[config.mk]
export PLATFORM = sky130hd
export DESIGN_NAME = pipeline_ctrl_flat
export DESIGN_NICKNAME = d
export VERILOG_FILES = /design/src/rtl/pipeline_ctrl_pkg.sv /design/src/rtl/pipeline_ctrl_if.sv /design/src/rtl/pipeline_ctrl_fwd_unit.sv /design/src/rtl/pipeline_ctrl.sv /design/src/flat_wrapper.sv
export SDC_FILE = /design/constraint.sdc
export NUM_CORES = 1
export LEC_CHECK = 0
export CORE_MARGIN = 5
export CORE_UTILIZATION = 42
export DETAILED_ROUTE_END_ITERATION = 6
export PLACE_DENSITY = 0.83
export SYNTH_ARGS = -nofsm -noshare
export SYNTH_HDL_FRONTEND = slang
export SYNTH_HIERARCHICAL = 1
export SYNTH_SLANG_ARGS = --single-unit
[constraint.sdc]
create_clock -name clk -period 4.2 [get_ports clk]
set_input_delay 0.63 -clock clk [delete_from_list [all_inputs] [get_ports clk]]
set_output_delay 0.63 -clock clk [all_outputs]
set_load 0.005 [all_outputs]
[src/rtl/pipeline_ctrl_pkg.sv]
// Shared types for the pipeline hazard/sequencing controller.
// Optional performance counters are enabled by defining PIPE_CTRL_PERF_EN.
package pipeline_ctrl_pkg;

  localparam int unsigned REG_W = 5;
  localparam int unsigned FWD_W = 2;

  typedef enum logic [1:0] {
    RUN      = 2'd0,
    MEM_WAIT = 2'd1,
    MDU_BUSY = 2'd2
  } ctrl_state_t;

  typedef enum logic [FWD_W-1:0] {
    FWD_REG   = 2'd0,
    FWD_E_ALU = 2'd1,
    FWD_M_ALU = 2'd2,
    FWD_M_MEM = 2'd3
  } fwd_sel_t;

  // Write-back tap observed from a later pipeline stage
  typedef struct packed {
    logic             wreg;
    logic             m2reg;
    logic [REG_W-1:0] rn;
  } wb_tap_t;

  // Register 0 is hard-wired, so it never counts as a dependency
  function automatic logic reg_hit(input logic [REG_W-1:0] rn,
                                   input logic [REG_W-1:0] rs);
    return (rn == rs) && (rs != '0);
  endfunction

endpackage

[src/rtl/pipeline_ctrl_if.sv]
// Datapath <-> pipeline controller taps and stage-control bundle.
// master = datapath side, slave = controller side.
interface pipeline_ctrl_if;
  import pipeline_ctrl_pkg::*;

  logic [REG_W-1:0] d_rs;
  logic [REG_W-1:0] d_rt;
  logic             d_use_rs;
  logic             d_use_rt;
  logic             d_branch_taken;
  logic             e_wreg;
  logic             e_m2reg;
  logic [REG_W-1:0] e_rn;
  logic             e_mdu_start;
  logic             m_wreg;
  logic             m_m2reg;
  logic [REG_W-1:0] m_rn;
  logic             m_mem_req;
  logic             mem_ready;

  logic             f_stall;
  logic             d_stall;
  logic             e_stall;
  logic             m_stall;
  logic             d_bubble;
  logic             e_bubble;
  logic             m_bubble;
  logic             w_bubble;
  logic [FWD_W-1:0] fwda;
  logic [FWD_W-1:0] fwdb;
  logic             busy;

  modport master (
    output d_rs, d_rt, d_use_rs, d_use_rt, d_branch_taken,
           e_wreg, e_m2reg, e_rn, e_mdu_start,
           m_wreg, m_m2reg, m_rn, m_mem_req, mem_ready,
    input  f_stall, d_stall, e_stall, m_stall,
           d_bubble, e_bubble, m_bubble, w_bubble,
           fwda, fwdb, busy
  );

  modport slave (
    input  d_rs, d_rt, d_use_rs, d_use_rt, d_branch_taken,
           e_wreg, e_m2reg, e_rn, e_mdu_start,
           m_wreg, m_m2reg, m_rn, m_mem_req, mem_ready,
    output f_stall, d_stall, e_stall, m_stall,
           d_bubble, e_bubble, m_bubble, w_bubble,
           fwda, fwdb, busy
  );

endinterface

[src/rtl/pipeline_ctrl_fwd_unit.sv]
// D-stage operand forwarding select for a single source register.
module pipeline_ctrl_fwd_unit
  import pipeline_ctrl_pkg::*;
(
  input  logic [REG_W-1:0] src,
  input  wb_tap_t          e_tap,
  input  wb_tap_t          m_tap,
  output fwd_sel_t         sel
);

  // A load in E has no data yet; it is covered by the load-use stall instead
  always_comb begin
    sel = FWD_REG;
    if (e_tap.wreg && !e_tap.m2reg && reg_hit(e_tap.rn, src)) begin
      sel = FWD_E_ALU;
    end else if (m_tap.wreg && reg_hit(m_tap.rn, src)) begin
      sel = m_tap.m2reg ? FWD_M_MEM : FWD_M_ALU;
    end
  end

endmodule

[src/rtl/pipeline_ctrl.sv]
// Hazard and sequencing unit for the F/D/E/M/W pipeline: stalls, bubbles,
// forwarding selects, memory-wait and MDU sequencing. Macro: PIPE_CTRL_PERF_EN.
module pipeline_ctrl
  import pipeline_ctrl_pkg::*;
#(
  parameter int unsigned MDU_LAT = 4
`ifdef PIPE_CTRL_PERF_EN
  ,
  parameter int unsigned CNT_W   = 32
`endif
) (
  input  logic            clk,
  input  logic            resetn,
  pipeline_ctrl_if.slave  pif
`ifdef PIPE_CTRL_PERF_EN
  ,
  output logic [CNT_W-1:0] stall_cycles,
  output logic [CNT_W-1:0] flush_cycles
`endif
);

  localparam int unsigned MDU_CNT_W = $clog2(MDU_LAT);
  localparam logic [MDU_CNT_W-1:0] CNT_LOAD = MDU_CNT_W'(MDU_LAT - 2);

  ctrl_state_t          state_q, state_d;
  logic [MDU_CNT_W-1:0] cnt_q, cnt_d;
  logic                 resume_q, resume_d;

  logic     mdu_live;
  logic     run_live;
  logic     mem_hold;
  logic     mdu_begin;
  logic     mdu_cont;
  logic     mdu_hold;
  logic     load_use;
  wb_tap_t  e_tap;
  wb_tap_t  m_tap;
  fwd_sel_t fwda_sel;
  fwd_sel_t fwdb_sel;

  assign e_tap = '{wreg: pif.e_wreg, m2reg: pif.e_m2reg, rn: pif.e_rn};
  assign m_tap = '{wreg: pif.m_wreg, m2reg: pif.m_m2reg, rn: pif.m_rn};

  pipeline_ctrl_fwd_unit u_fwd_a (
    .src   (pif.d_rs),
    .e_tap (e_tap),
    .m_tap (m_tap),
    .sel   (fwda_sel)
  );

  pipeline_ctrl_fwd_unit u_fwd_b (
    .src   (pif.d_rt),
    .e_tap (e_tap),
    .m_tap (m_tap),
    .sel   (fwdb_sel)
  );

  assign pif.fwda = fwda_sel;
  assign pif.fwdb = fwdb_sel;

  // A miss frozen out of MDU_BUSY remembers that the MDU op must resume
  assign mdu_live  = (state_q == MDU_BUSY) || ((state_q == MEM_WAIT) && resume_q);
  assign run_live  = (state_q == RUN) || ((state_q == MEM_WAIT) && !resume_q);
  assign mem_hold  = !pif.mem_ready && ((state_q == MEM_WAIT) || pif.m_mem_req);
  assign mdu_begin = !mem_hold && run_live && pif.e_mdu_start;
  assign mdu_cont  = !mem_hold && mdu_live && (cnt_q != '0);
  assign mdu_hold  = mdu_begin || mdu_cont;

  assign load_use = pif.e_wreg && pif.e_m2reg &&
                    ((pif.d_use_rs && reg_hit(pif.e_rn, pif.d_rs)) ||
                     (pif.d_use_rt && reg_hit(pif.e_rn, pif.d_rt)));

  // State register
  always_ff @(posedge clk or negedge resetn) begin
    if (!resetn) begin
      state_q  <= RUN;
      cnt_q    <= '0;
      resume_q <= 1'b0;
    end else begin
      state_q  <= state_d;
      cnt_q    <= cnt_d;
      resume_q <= resume_d;
    end
  end

  // Next state: memory wait freezes everything, including the MDU count
  always_comb begin
    state_d  = state_q;
    cnt_d    = cnt_q;
    resume_d = resume_q;
    if (mem_hold) begin
      state_d  = MEM_WAIT;
      resume_d = mdu_live;
    end else if (mdu_begin) begin
      state_d  = MDU_BUSY;
      cnt_d    = CNT_LOAD;
      resume_d = 1'b0;
    end else if (mdu_cont) begin
      state_d  = MDU_BUSY;
      cnt_d    = cnt_q - MDU_CNT_W'(1);
      resume_d = 1'b0;
    end else begin
      state_d  = RUN;
      cnt_d    = '0;
      resume_d = 1'b0;
    end
  end

  // Stage controls; priority memory wait > MDU > load-use > branch flush
  always_comb begin
    pif.f_stall  = 1'b0;
    pif.d_stall  = 1'b0;
    pif.e_stall  = 1'b0;
    pif.m_stall  = 1'b0;
    pif.d_bubble = 1'b0;
    pif.e_bubble = 1'b0;
    pif.m_bubble = 1'b0;
    pif.w_bubble = 1'b0;
    pif.busy     = (state_q != RUN);
    if (resetn) begin
      if (mem_hold) begin
        pif.f_stall  = 1'b1;
        pif.d_stall  = 1'b1;
        pif.e_stall  = 1'b1;
        pif.m_stall  = 1'b1;
        pif.w_bubble = 1'b1;
      end else if (mdu_hold) begin
        pif.f_stall  = 1'b1;
        pif.d_stall  = 1'b1;
        pif.e_stall  = 1'b1;
        pif.m_bubble = 1'b1;
      end else if (load_use) begin
        pif.f_stall  = 1'b1;
        pif.d_stall  = 1'b1;
        pif.e_bubble = 1'b1;
      end else if (pif.d_branch_taken) begin
        pif.d_bubble = 1'b1;
      end
    end
  end

`ifdef PIPE_CTRL_PERF_EN
  // Saturating stall/flush event counters
  always_ff @(posedge clk or negedge resetn) begin
    if (!resetn) begin
      stall_cycles <= '0;
      flush_cycles <= '0;
    end else begin
      if (pif.f_stall && (stall_cycles != '1)) begin
        stall_cycles <= stall_cycles + CNT_W'(1);
      end
      if (pif.d_bubble && (flush_cycles != '1)) begin
        flush_cycles <= flush_cycles + CNT_W'(1);
      end
    end
  end
`endif

endmodule

[src/flat_wrapper.sv]
// flat-port wrapper written by rule: the top's interface ports become plain ports
module pipeline_ctrl_flat import pipeline_ctrl_pkg::*;
#(
  parameter int unsigned MDU_LAT = 4

)
  (clk, resetn, pif_d_rs, pif_d_rt, pif_d_use_rs, pif_d_use_rt, pif_d_branch_taken, pif_e_wreg, pif_e_m2reg, pif_e_rn, pif_e_mdu_start, pif_m_wreg, pif_m_m2reg, pif_m_rn, pif_m_mem_req, pif_mem_ready, pif_f_stall, pif_d_stall, pif_e_stall, pif_m_stall, pif_d_bubble, pif_e_bubble, pif_m_bubble, pif_w_bubble, pif_fwda, pif_fwdb, pif_busy);
  pipeline_ctrl_if pif_i ();
  input  logic clk;
  input  logic resetn;
  input wire logic [$bits(pif_i.d_rs)-1:0] pif_d_rs;
  input wire logic [$bits(pif_i.d_rt)-1:0] pif_d_rt;
  input wire logic [$bits(pif_i.d_use_rs)-1:0] pif_d_use_rs;
  input wire logic [$bits(pif_i.d_use_rt)-1:0] pif_d_use_rt;
  input wire logic [$bits(pif_i.d_branch_taken)-1:0] pif_d_branch_taken;
  input wire logic [$bits(pif_i.e_wreg)-1:0] pif_e_wreg;
  input wire logic [$bits(pif_i.e_m2reg)-1:0] pif_e_m2reg;
  input wire logic [$bits(pif_i.e_rn)-1:0] pif_e_rn;
  input wire logic [$bits(pif_i.e_mdu_start)-1:0] pif_e_mdu_start;
  input wire logic [$bits(pif_i.m_wreg)-1:0] pif_m_wreg;
  input wire logic [$bits(pif_i.m_m2reg)-1:0] pif_m_m2reg;
  input wire logic [$bits(pif_i.m_rn)-1:0] pif_m_rn;
  input wire logic [$bits(pif_i.m_mem_req)-1:0] pif_m_mem_req;
  input wire logic [$bits(pif_i.mem_ready)-1:0] pif_mem_ready;
  output wire logic [$bits(pif_i.f_stall)-1:0] pif_f_stall;
  output wire logic [$bits(pif_i.d_stall)-1:0] pif_d_stall;
  output wire logic [$bits(pif_i.e_stall)-1:0] pif_e_stall;
  output wire logic [$bits(pif_i.m_stall)-1:0] pif_m_stall;
  output wire logic [$bits(pif_i.d_bubble)-1:0] pif_d_bubble;
  output wire logic [$bits(pif_i.e_bubble)-1:0] pif_e_bubble;
  output wire logic [$bits(pif_i.m_bubble)-1:0] pif_m_bubble;
  output wire logic [$bits(pif_i.w_bubble)-1:0] pif_w_bubble;
  output wire logic [$bits(pif_i.fwda)-1:0] pif_fwda;
  output wire logic [$bits(pif_i.fwdb)-1:0] pif_fwdb;
  output wire logic [$bits(pif_i.busy)-1:0] pif_busy;
  assign pif_i.d_rs = pif_d_rs;
  assign pif_i.d_rt = pif_d_rt;
  assign pif_i.d_use_rs = pif_d_use_rs;
  assign pif_i.d_use_rt = pif_d_use_rt;
  assign pif_i.d_branch_taken = pif_d_branch_taken;
  assign pif_i.e_wreg = pif_e_wreg;
  assign pif_i.e_m2reg = pif_e_m2reg;
  assign pif_i.e_rn = pif_e_rn;
  assign pif_i.e_mdu_start = pif_e_mdu_start;
  assign pif_i.m_wreg = pif_m_wreg;
  assign pif_i.m_m2reg = pif_m_m2reg;
  assign pif_i.m_rn = pif_m_rn;
  assign pif_i.m_mem_req = pif_m_mem_req;
  assign pif_i.mem_ready = pif_mem_ready;
  assign pif_f_stall = pif_i.f_stall;
  assign pif_d_stall = pif_i.d_stall;
  assign pif_e_stall = pif_i.e_stall;
  assign pif_m_stall = pif_i.m_stall;
  assign pif_d_bubble = pif_i.d_bubble;
  assign pif_e_bubble = pif_i.e_bubble;
  assign pif_m_bubble = pif_i.m_bubble;
  assign pif_w_bubble = pif_i.w_bubble;
  assign pif_fwda = pif_i.fwda;
  assign pif_fwdb = pif_i.fwdb;
  assign pif_busy = pif_i.busy;
  pipeline_ctrl #(.MDU_LAT(MDU_LAT)) u_core (.clk(clk), .resetn(resetn), .pif(pif_i));
endmodule
# Word level (Yosys, flattened, before mapping)
# Cells that the tools add are included.
op_classes:
  add_sub_neg: 1
  n_eq_ne: 6
  n_mux: 30
  reduce_logical: 34
op_table:
  columns: ["op", "n"]
  rows:
  - ["two-way mux 1 bit", 21]
  - ["equality test 5 bit", 4]
  - ["logical AND 1 bit", 20]
  - ["two-way mux 2 bit", 9]
  - ["nonzero test 5 bit", 2]
  - ["logical OR 1 bit", 5]
  - ["zero test 1 bit", 4]
  - ["nonzero test 2 bit", 2]
  - ["equality test 2 x 1 -> 1 bit, second input constant", 1]
  - ["equality test 2 bit, second input constant", 1]
  - ["zero test 2 bit", 1]
  - ["subtractor 2 x 1 -> 2 bit, second input constant", 1]
word_totals:
  ff_bits: 5
  in_bits: 32
  word_cells: 74

# Depth between registers and ports, before layout
logic_depth:
  word_depth: 10
  ltp_mapped: 7

# Modules after synthesis
# Netlist, hierarchy kept.
modules_own_cells:
  columns: ["module", "n_inst", "cells_each", "area_per_inst_um2", "seq_area_each_um2"]
  rows:
  - ["pipeline_ctrl", 1, 66, 520.5, 125.1]
  - ["pipeline_ctrl_fwd_unit", 2, 23, 170.2, 0.0]

# Worst setup path before layout
# OpenSTA, ideal clock, no wires.
synth_timing:
  path_kind: "in2out"
  start: "input pif_e_rn[0]"
  end: "output pif_f_stall"
  arrival_time_ns: 1.786
  slack_ns: 1.784
  stages: 5
  cell_sequence: "or4_1 -> a21oi_1 -> nor4_1 -> o31a_1 -> buf_4"
synth_via:
  elab_chain_len: 9
synth_lines:
  columns: ["item", "line_no", "text"]
  rows:
  - ["start: declaration", "flat_wrapper.sv:18", "input wire logic [$bits(pif_i.e_rn)-1:0] pif_e_rn;"]
  - ["equality test 5 bit", "pipeline_ctrl_pkg.sv:31", "return (rn == rs) && (rs != '0);"]
  - ["logical AND 1 bit", "pipeline_ctrl_pkg.sv:31", null]
  - ["logical AND 1 bit (on tied branches)", "pipeline_ctrl.sv:70, pipeline_ctrl.sv:71", null]
  - ["logical OR 1 bit (*)", "pipeline_ctrl.sv:70", "((pif.d_use_rs && reg_hit(pif.e_rn, pif.d_rs)) ||"]
  - ["logical AND 1 bit (*)", "pipeline_ctrl.sv:69", "assign load_use = pif.e_wreg && pif.e_m2reg &&"]
  - ["two-way mux 1 bit (*) (4 in series)", null, null]
  - ["end: declaration", "flat_wrapper.sv:25", "output wire logic [$bits(pif_i.f_stall)-1:0] pif_f_stall;"]
# Mark *: on every way between the ends. The rest lies on a longest branch, timed or not.

# Final worst setup path
layout_timing:
  start: "input pif_e_rn[0]"
  end: "output pif_d_bubble"
layout_via:
  elab_chain_len: 9
layout_lines:
  columns: ["item", "line_no", "text"]
  rows:
  - ["equality test 5 bit", "pipeline_ctrl_pkg.sv:31", null]
  - ["logical AND 1 bit", "pipeline_ctrl_pkg.sv:31", null]
  - ["logical AND 1 bit (on tied branches)", "pipeline_ctrl.sv:70, pipeline_ctrl.sv:71", null]
  - ["logical OR 1 bit (*)", "pipeline_ctrl.sv:70", null]
  - ["logical AND 1 bit (*)", "pipeline_ctrl.sv:69", null]
  - ["two-way mux 1 bit (*)", "pipeline_ctrl.sv:132", "end else if (load_use) begin"]
  - ["two-way mux 1 bit (*)", "pipeline_ctrl.sv:127", "end else if (mdu_hold) begin"]
  - ["two-way mux 1 bit (*)", "pipeline_ctrl.sv:121", "if (mem_hold) begin"]
  - ["two-way mux 1 bit (*)", "pipeline_ctrl.sv:120", "if (resetn) begin"]
  - ["end: declaration", "flat_wrapper.sv:29", "output wire logic [$bits(pif_i.d_bubble)-1:0] pif_d_bubble;"]
# Marks and branches as above.

==> results.json <==
{
  "status": "finished clean",
  "synth_cell_types": 34,
  "htreeDepth": 1,
  "path_clk_slew_ps": 40,
  "timing.rr.start": "u_core/cnt_q[0]",
  "crit_buf_inv": 2,
  "place_hpwl_um": 2260,
  "drc": 0,
  "crit_path_end_kind": "primary output",
  "p_sw_mw": 0.0965,
  "slew_viol_final": 0,
  "viasPerCell": 5.43,
  "combPwrFrac_pct": 58.3,
  "crit_family": "buffers and inverters",
  "crit_chain": "clkdlybuf4s50_1 > or4_1 > a21oi_1 > nor4_1 > nor4_1 > clkdlybuf4s50_1",
  "grt_antenna_before_repair": 0,
  "num_antenna_cells": 0,
  "clock_sinks": 5,
  "max_freq_mhz": 294,
  "regArea_um2": 125,
  "synthesis.nets": 145,
  "fin_setup_tns_ps": 0,
  "rows": 16,
  "syn_avg_cell_area_um2": 7.69,
  "netlist_area_um2": 861,
  "critPathRequiredTime_ps": 3570,
  "vias": 1005,
  "clkLatencyLatePin_ps": 230,
  "hp-class": "reg -> reg",
  "hp-start": "u_core/cnt_q[0]",
  "cts_hold_buf": 0,
  "die-area_mm2": 0.00305,
  "drt_wl_total_um": 2640,
  "fin_crit_sh_pct": 80.9,
  "leakagePower_nw": 0.524,
  "clock_path_buffers": 2,
  "mostFrequentLayoutCell": "clkdlybuf4s50_1",
  "crit_start": "pif_e_rn[0]",
  "setup_viol": 0,
  "ys_seq_elements": 5,
  "whs_ps": 538,
  "coreArea_mm2": 0.00196,
  "overflow": 0,
  "die_y_um": 55.3,
  "slowest_delay_ps": 580,
  "fin_nets": 192,
  "drive_gt1_share_pct": 8.23,
  "synthCells": 112,
  "die_w_um": 55.3,
  "synth_top_area_share_pct": 22.4,
  "grt_use_total_pct": 17.7,
  "p_int_mw": 0.190,
  "port_buffers": 44,
  "drtPass1Iterations": 4,
  "cts_resized": 0,
  "min_period_ps": 3400,
  "grt_start_max_net_pins": 11,
  "skew_ps": 1.29,
  "cts_tree": "done",
  "crit_slowest_cell": "or4_1",
  "grt_pass1_vias": 1021,
  "relSlewSlack_pct": 64.4,
  "pwr_density_cell_mw_per_mm2": 213,
  "swShare_pct": 33.7,
  "ios": 45,
  "worst_pin_slew_ps": 529,
  "wl_per_cell_um": 14.2,
  "layout_common_cells": "44 x clkdlybuf4s50_1, 22 x xnor2_1, 10 x inv_1",
  "yosysWarnings": 6,
  "synth_top_area_cell": "xnor2_1",
  "rsz0062_at_grt": "no",
  "pwr-share-clk_pct": 18.4,
  "cp_max_fo": 8,
  "multiInputGateArea_um2": 683,
  "p_seq_share_pct": 23.3,
  "drt-initial-drc-count": 34,
  "crit_type": "in -> out",
  "finalHoldViolCount": 0,
  "start_util_pct": 43.9,
  "final_antenna_net_count": 0,
  "synthTopCellsByArea": "xnor2_1 22%, dfrtp_1 15%, nand2b_1 5.1%",
  "synthToLayoutAreaGrowth_pct": 56.4,
  "cts_setup_buffers": 0,
  "vdd_ir_drop_max_mv": 0.109,
  "numCtsBuffers": 3,
  "root_buffer": "clkbuf_4",
  "fill_cells": 178,
  "seq_area_frac_synth_pct": 14.5,
  "arrival_ps": 2770,
  "grt_pass1_wl_um": 4370,
  "critical_path.startpoint_type": "input pin",
  "cap_viol_max_count": 0,
  "place_congestion": 1.02
}
Yosys cell counts, drive strengths merged:
cell type,count
and4b,2
nor2,9
buf,2
nor2b,4
nand4,3
o21ba,1
o21ai,2
nand2b,7
a21oi,5
nand3b,1
o21bai,1
o31a,1
or3b,1
xnor2,22
dfrtp,5
nand2,6
and2,5
a41o,2
mux2,1
or2,1
ha,1
a222oi,2
or4,4
nor4b,2
nor3,1
inv,10
nor4,3
or4bb,1
nand3,3
o2111ai,2
a21o,2
layer usage:
layer	GRT usage, %	share of wire (%)	vias to the layer above
met3	6.29	11	8
met5	0	0	-
met1	16.9	37	444
met4	10.1	3.4	0
met2	32.3	49	61
li1	-	-	492
registers in the layout, indices dropped and copies added (netlist names):
register / count
u_core/cnt_q: 2
u_core/resume_q: 1
u_core/state_q: 2
cell type report:
class,instances,share of cell area (%)
multi-input cells,95,50.7
repair buffers,44,32.7
flip-flops and latches,5,9.29
inverters,10,2.79
well taps,27,2.51
clock buffers,4,1.95
power groups by stage:
stage	Clock (mW)	Combinational [mW]	Sequential, mW
2_1_floorplan	0	0.0882	0.0651
3_3_place_gp	0	0.161	0.0668
3_5_place_dp	0	0.167	0.0673
4_1_cts	0.0559	0.167	0.0667
5_1_grt	0.0594	0.183	0.0697
6_report	0.0528	0.167	0.0666
kinds of logic after synthesis:
kind of cell               Yosys count  share of synthesized area (%)
xor gates and xnor gates            22                           22.4
muxes                                1                           1.31
DFF                                  5                           14.5
and+or+nand+nor                     53                           38.2
adders and majority gates            1                           1.45
AOI/OAI and AO/OA                   18                           16.0
buffers and inverters               12                           6.10
worst register-to-register path: stages, from the launching register on:
cell	delay, ps
dfrtp_1	350
inv_1	50
ha_1	290
or4bb_1	470
a21oi_1	140
o21ai_0	80
o21ai_0	100
worst paths after layout:
| path | to | slack (ps) | cells after the start |
|---|---|---|---|
| max | pif_d_bubble | 800 | 6 |
| min | u_core/cnt_q[0] | 540 | 1 |
| max reg2reg | u_core/cnt_q[1] | 2630 | 6 |
| min reg2reg | u_core/cnt_q[0] | 540 | 1 |
| max in group asynchronous | u_core/state_q[1] | 3270 | 1 |
| min in group asynchronous | u_core/cnt_q[0] | 670 | 1 |
stage by stage:
stage	util, %	instance area, um2	cells	worst slack (ps)	total power, mW
final	68.6	1350	185	803	0.286
after global routing	68.6	1350	185	608	0.312
after CTS	68.6	1350	185	813	0.289
after detailed placement	67.3	1320	181	800	0.234
after global placement	67.3	1320	181	832	0.228
after floorplan	-	861	112	1780	0.153
Note: power is estimated with default switching activity, not from simulation.
